==> config.mk <==
export PLATFORM = sky130hd
export DESIGN_NAME = watchdog_gen_flat
export DESIGN_NICKNAME = d
export VERILOG_FILES = /design/src/rtl/watchdog_gen_if.sv /design/src/rtl/watchdog_gen.sv /design/src/flat_wrapper.sv
export SDC_FILE = /design/constraint.sdc
export NUM_CORES = 1
export LEC_CHECK = 0
export CORE_MARGIN = 2
export CORE_UTILIZATION = 40
export DETAILED_ROUTE_END_ITERATION = 10
export PLACE_DENSITY = 0.73
export SLEW_MARGIN = 10
export SYNTH_ARGS = -nofsm -noshare
export SYNTH_HDL_FRONTEND = slang
export SYNTH_SLANG_ARGS = --single-unit
==> constraint.sdc <==
create_clock -name CLK -period 1.8 [get_ports CLK]
set_input_delay 0.36 -clock CLK [delete_from_list [all_inputs] [get_ports CLK]]
set_output_delay 0.36 -clock CLK [all_outputs]
set_load 0.005 [all_outputs]
==> src/rtl/watchdog_gen_if.sv <==
// 68k bus signals the watchdog snoops to detect a kick write.
interface watchdog_gen_if;
    logic       nLDS;
    logic       RW;
    logic [6:0] M68K_ADDR_U;

    modport master (output nLDS, output RW, output M68K_ADDR_U);
    modport slave  (input  nLDS, input  RW, input  M68K_ADDR_U);
endinterface

==> src/rtl/watchdog_gen.sv <==
// NeoGeo 68k watchdog: trips nRESET/nHALT after TRIP unkicked WDCLK ticks, holds for HOLD ticks.
// Optional pre-timeout WARN output is built when WATCHDOG_WARN_EN is defined.
module watchdog_gen #(
    parameter int         CNT_W   = 4,
    parameter int         TRIP    = 8,
    parameter int         HOLD    = 8,
    parameter logic [6:0] KICK_A  = 7'b0011000,
    parameter int         WARN_AT = 6
) (
    input  logic               CLK,
    input  logic               RST,
    input  logic               DOGE,
    input  logic               WDCLK,
    watchdog_gen_if.slave      bus,
    output logic               nRESET,
    output logic               nHALT,
    output logic               WARN,
    output logic [7:0]         TRIPS
);

    typedef enum logic {ARMED, BITE} state_t;

    localparam logic [CNT_W-1:0] TRIP_LAST = CNT_W'(TRIP - 1);
    localparam logic [CNT_W-1:0] HOLD_LAST = CNT_W'(HOLD - 1);

    state_t           state;
    logic [CNT_W-1:0] cnt;
    logic             wdclk_d;
    logic             nreset_q;
    logic [7:0]       trips_q;
    logic             kick;
    logic             tick;

    assign kick = ~bus.nLDS & ~bus.RW & (bus.M68K_ADDR_U == KICK_A);
    assign tick = WDCLK & ~wdclk_d;

    // The counter is cleared by its compare before it can wrap, so both limits must fit in CNT_W.
    assert property (@(posedge CLK) (TRIP >= 1) && (TRIP < (1 << CNT_W)) &&
                                    (HOLD >= 1) && (HOLD < (1 << CNT_W)) &&
                                    (WARN_AT < TRIP));

    always_ff @(posedge CLK) begin
        wdclk_d <= WDCLK;
        if (RST) begin
            state    <= BITE;
            cnt      <= '0;
            trips_q  <= 8'd0;
            nreset_q <= 1'b0;
        end else begin
            nreset_q <= (state == ARMED);
            if (!DOGE) begin
                state <= ARMED;
                cnt   <= '0;
            end else if (state == ARMED) begin
                if (kick) begin
                    cnt <= '0;
                end else if (tick) begin
                    if (cnt == TRIP_LAST) begin
                        state <= BITE;
                        cnt   <= '0;
                        if (trips_q != 8'hFF) begin
                            trips_q <= trips_q + 8'd1;
                        end
                    end else begin
                        cnt <= cnt + 1'b1;
                    end
                end
            end else if (tick) begin
                // Kicks are ignored here: the CPU is being held in reset.
                if (cnt == HOLD_LAST) begin
                    state <= ARMED;
                    cnt   <= '0;
                end else begin
                    cnt <= cnt + 1'b1;
                end
            end
        end
    end

    assign nRESET = nreset_q;
    assign nHALT  = nreset_q;
    assign TRIPS  = trips_q;

`ifdef WATCHDOG_WARN_EN
    localparam logic [CNT_W-1:0] WARN_LVL = CNT_W'(WARN_AT);

    logic warn_q;

    always_ff @(posedge CLK) begin
        if (RST) begin
            warn_q <= 1'b0;
        end else begin
            warn_q <= DOGE && (state == ARMED) && (cnt >= WARN_LVL);
        end
    end

    assign WARN = warn_q;
`else
    assign WARN = 1'b0;
`endif

endmodule

==> src/flat_wrapper.sv <==
// flat-port wrapper written by rule: the top's interface ports become plain ports
module watchdog_gen_flat 
#(
    parameter int         CNT_W   = 4,
    parameter int         TRIP    = 8,
    parameter int         HOLD    = 8,
    parameter logic [6:0] KICK_A  = 7'b0011000,
    parameter int         WARN_AT = 6
)
  (CLK, RST, DOGE, WDCLK, nRESET, nHALT, WARN, TRIPS, bus_nLDS, bus_RW, bus_M68K_ADDR_U);
  watchdog_gen_if bus_i ();
  input  logic CLK;
  input  logic RST;
  input  logic DOGE;
  input  logic WDCLK;
  output logic nRESET;
  output logic nHALT;
  output logic WARN;
  output logic [7:0] TRIPS;
  input wire logic [$bits(bus_i.nLDS)-1:0] bus_nLDS;
  input wire logic [$bits(bus_i.RW)-1:0] bus_RW;
  input wire logic [$bits(bus_i.M68K_ADDR_U)-1:0] bus_M68K_ADDR_U;
  assign bus_i.nLDS = bus_nLDS;
  assign bus_i.RW = bus_RW;
  assign bus_i.M68K_ADDR_U = bus_M68K_ADDR_U;
  watchdog_gen #(.CNT_W(CNT_W), .TRIP(TRIP), .HOLD(HOLD), .KICK_A(KICK_A), .WARN_AT(WARN_AT)) u_core (.CLK(CLK), .RST(RST), .DOGE(DOGE), .WDCLK(WDCLK), .bus(bus_i), .nRESET(nRESET), .nHALT(nHALT), .WARN(WARN), .TRIPS(TRIPS));
endmodule
# Yosys cells after proc, flatten, opt, wreduce, memory -nomap -nowiden
# Cells that the tools add are included.
[op_classes] add_sub_neg=2 n_eq_ne=3 n_reduce_logical=2 bitwise_logic=9 muxes=11
[ops] cell="two-way mux 4 bit" n=4
[ops] cell="adder 8 x 1 -> 8 bit, second input constant" n=1
[ops] cell="!= test 8 bit, second input constant" n=1
[ops] cell="== test 7 x 5 -> 1 bit, second input constant" n=1
[ops] cell="two-way mux 1 bit" n=7
[ops] cell="inverter 1 bit" n=6
[ops] cell="AND reduction 6 bit" n=1
[ops] cell="adder 4 x 1 -> 4 bit, second input constant" n=1
[ops] cell="== test 4 x 3 -> 1 bit, second input constant" n=1
[ops] cell="AND 1 bit" n=3
[ops] cell="OR reduction 2 bit" n=1
[totals] out_inout_bits=11 inputBits=13 word_cells=32 ff_bits=15

# Logic depth before layout (Yosys ltp)
[depth] word_depth=6 ltp_mapped=6 depth_no_buf=5

# Worst setup path before layout
# No wires, ideal clock.
[synth_path] path_type="reg-to-reg" start="register u_core.trips_q[0] (netlist: u_core.TRIPS[0])" end="register u_core.trips_q[6] (netlist: u_core.TRIPS[6])" t_arrival_ns=1.733 path_stages_with_launch=7 required_ns=1.679 period_less_slack_ns=1.854 setup_time_ns=0.121 path_slack_ns=-0.054 n_path_buf=1 path_cell_list="dfxtp_1 ha_1 and3_1 a211o_1 buf_6 nor3_1 mux2_2"
[synth_via] elab_chain_len=2 word_cells_on_any_way=3 classes_between="add/sub: 1; eq/ne: 1; reduce/logical: 1"
[synth_lines] item="start, declared" line_no="watchdog_gen.sv:30" rtl="logic [7:0] trips_q;"
[synth_lines] item="start signal, assigned" line_no="watchdog_gen.sv:62" rtl="trips_q <= trips_q + 8'd1;"
[synth_lines] item="parallel branches: the longest is 2 deep, another holds adder 8 x 1 -> 8 bit"
# Several ways; the timed one is not identified.
# A chain may end at the register's enable or synchronous reset.

# Worst setup path after layout
[layout_path] start="register u_core.trips_q[0] (netlist: u_core.TRIPS[0])" end="register u_core.trips_q[4] (netlist: u_core.TRIPS[4])"
# Same word-level chain as after synthesis.

==> results <==
[flip-flops by register name (all words and copies together) (netlist names)]
name,cells
u_core.TRIPS,8
u_core.state,1
u_core.wdclk_d,1
u_core.nHALT,1
u_core.cnt,4
[critical path: stages (launching register included)]
cell and delay (ns):
dfxtp_2 0.35, ha_4 0.16, and3_4 0.17, a211o_1 0.30, buf_6 0.15, or4_4 0.52
a21oi_2 0.12
[cell type report]
class                           instances  area [µm²]  area share
Sequential cell                        15       304.0      0.2516
Timing Repair Buffer                   42       372.9      0.3085
Inverter                                1       3.754    0.003106
Tap cell                               25       31.28     0.02588
Clock buffer                            4       26.28     0.02174
Multi-Input combinational cell         65       470.5      0.3892
[power breakdown]
group	switching [mW]	total (mW)	leakage [nW]	internal (mW)
clock	0.119	0.206	0.0150	0.0864
combinational	0.0200	0.0601	0.328	0.0402
sequential	0.00397	0.341	0.123	0.337
total	0.143	0.606	0.467	0.463
[final timing paths]
| path | start | end | slack (ns) |
|---|---|---|---|
| max | u_core.TRIPS[0]$_SDFFE_PP0P_ | u_core.TRIPS[4]$_SDFFE_PP0P_ | -0.01 |
| min | WDCLK | u_core.wdclk_d$_DFF_P_ | 0.39 |
| max reg2reg | u_core.TRIPS[0]$_SDFFE_PP0P_ | u_core.TRIPS[4]$_SDFFE_PP0P_ | -0.01 |
| min reg2reg | u_core.state$_SDFF_PP1_ | u_core.nHALT$_SDFF_PP0_ | 0.47 |
[metal layers]
metal / routed length (µm) / share of wire / up-vias
li1: - / - / 399
met1: 894 / 0.44 / 354
met2: 1030 / 0.51 / 17
met3: 80 / 0.039 / 4
met4: 28 / 0.014 / 0
met5: 0 / 0 / -
[cell families after synthesis]
group | Yosys count
AO/OA/AOI/OAI | 20
XOR/XNOR | 2
adder cells (fa/ha/maj) | 2
buffers and inverters | 7
flip-flops | 15
multiplexers | 3
other | 1
AND/OR/NAND/NOR | 37
[through the flow]
step | power, mW | utilization | worst slack [ns]
3_3_place_gp | 0.4062 | 0.6225 | -0.3112
5_1_grt | 0.6312 | 0.6779 | -0.05722
6_report | 0.6064 | 0.6779 | -0.01415
4_1_cts | 0.6085 | 0.6386 | 0.005951
2_1_floorplan | 0.3679 | - | 0.01796
3_5_place_dp | 0.4074 | 0.6225 | -0.3426
[repair_timing]
action | CTS | global route
cloned | 0 | 1
pin swaps | 0 | 5
hold endpoints to repair | 0 | 0
setup buffers | 0 | 3
gates resized for setup | 2 | 11
endpoints found under the setup margin | 4 | 6
[placed cells by master (no fill, tap or decap), types with 4 or more instances in the layout]
cell / Yosys / layout
clkdlybuf4s50_1: 0 / 20
nor2b_1: 4 / 4
dfxtp_1: 15 / 12
a21oi_1: 7 / 6
buf_4: 2 / 18
or4_1: 5 / 4
o31ai_1: 4 / 4
o21ai_0: 7 / 7
nor2_1: 7 / 7
==> results.py <==
metrics = {
    "status": {
        "outcome": "finished, violations left",
        "violations": "setup timing",
    },
    "drt": {
        "drtAntennaViolNets": 0,
        "drc": 0,
        "drt-initial-drc-count": 19,
        "firstDrtPassIters": 4,
        "wl_per_cell_um": 13.38,
        "finalWirelength_um": 2034,
        "via_count": 774,
        "viasPerCell": 5.092,
    },
    "synthesis": {
        "synthFlopType": "dfxtp_1",
        "synth_seq_cells": 15,
        "async_flop_share": 0,
        "ys_warn_count": 0,
        "synth_top_family_by_area": "simple AND/OR/NAND/NOR gates",
        "synth_commonest_cells": "dfxtp_1 (15), a21oi_1 (7), nor2_1 (7), o21ai_0 (7), or4_1 (5)",
        "synth_xor_area_frac": 0.02258,
        "seq_area_frac_synth": 0.3871,
        "synth_edf_count": 0,
        "yosysMostFrequentCell": "dfxtp_1",
        "synthAdderAreaFrac": 0.03226,
        "synthTopCellsByArea": "dfxtp_1 (39%), or4_1 (4.8%), a21oi_1 (4.5%)",
        "synth_top_cell_area_share": 0.3871,
        "yosys.area_share.simple": 0.3048,
        "synth_fp_nets": 102,
        "synth_mux_area_frac": 0.04194,
        "synthCells": 87,
        "syn_avg_cell_area_um2": 8.917,
        "yosysUniqueCellTypes": 33,
        "yosysTopAreaCell": "dfxtp_1",
        "synth_compound_area_frac": 0.1500,
        "netlist_area_um2": 775.7,
    },
    "die": {
        "coreArea_um2": 1783,
        "start_util": 0.4351,
        "die_y_um": 48.04,
        "rows": 15,
        "die_w_um": 48.04,
        "dieArea_um2": 2308,
        "ioPinCount": 24,
    },
    "clock_network": {
        "clock_path_buffers": 2,
        "cts_buffers": 3,
        "cts_tree": "done",
        "clkTransAtPathRegs_ns": 0.09,
        "clock_latency_ns": 0.29,
        "clock_sinks": 15,
        "htree_levels": 1,
        "hold_buffers": 0,
        "ctsRootBufferMaster": "clkbuf_4",
    },
    "placed_design": {
        "placed_area_um2": 1110,
        "routabilityCongestion": 0.8096,
        "dp_cells": 144,
        "hpwlAfterDp_um": 1367,
        "io_buffers": 22,
    },
    "final_layout": {
        "syn2layout_area_growth_pct": 55.81,
        "stdcell_count": 152,
        "drive_gt1_frac": 0.2677,
        "fin_nets": 143,
        "num_antenna_cells": 0,
        "fillCellCount": 161,
        "final_cell_area_um2": 1209,
    },
    "worst_setup_path": {
        "worstSetupPathType": "reg -> reg",
        "crit_path_max_fanout": 6,
        "end_kind": "flip-flop",
        "reg2reg_depth": 6,
        "crit_path_start_kind": "flip-flop",
        "cp.arrival_ns": 2.05,
        "critPathRequiredTime_ns": 2.04,
    },
    "flow_run": {
        "max_cap_violations": 0,
    },
    "global_route": {
        "met1_usage": 0.2348,
        "top_usage_layer": "met2",
        "grtUsageMet3": 0.08302,
        "use_met2": 0.2933,
        "grt.total_usage": 0.1919,
        "antenna_found_initial": 0,
        "grt_pass1_vias": 648,
        "grt_max_degree": 14,
        "grt_pass1_wl_um": 2925,
        "grt_overflow_total": 0,
    },
    "sta": {
        "setup_slack_ns": -0.01415,
        "clock.fmax_mhz": 551.2,
        "hold-worst-slack_ns": 0.3858,
        "report.final.slew_viol_count": 0,
        "tns_ns": -0.01415,
        "period_needed_ns": 1.814,
        "finalSetupViolCount": 1,
        "hold_viol": 0,
        "rsz0062_at_grt": "true",
        "finClkSkew_ns": 0.002179,
        "period_share": 1.008,
    },
    "worst_hold_path": {
        "hold_depth": 1,
        "hold_path_class": "in -> reg",
    },
    "power_and_ir_drop": {
        "powerDensity_nw_per_um2": 501.7,
        "vdd_drop_max_mv": 0.3299,
        "p_leak_nw": 0.4667,
    },
}
No activity file was read; power rests on OpenSTA's default activity.
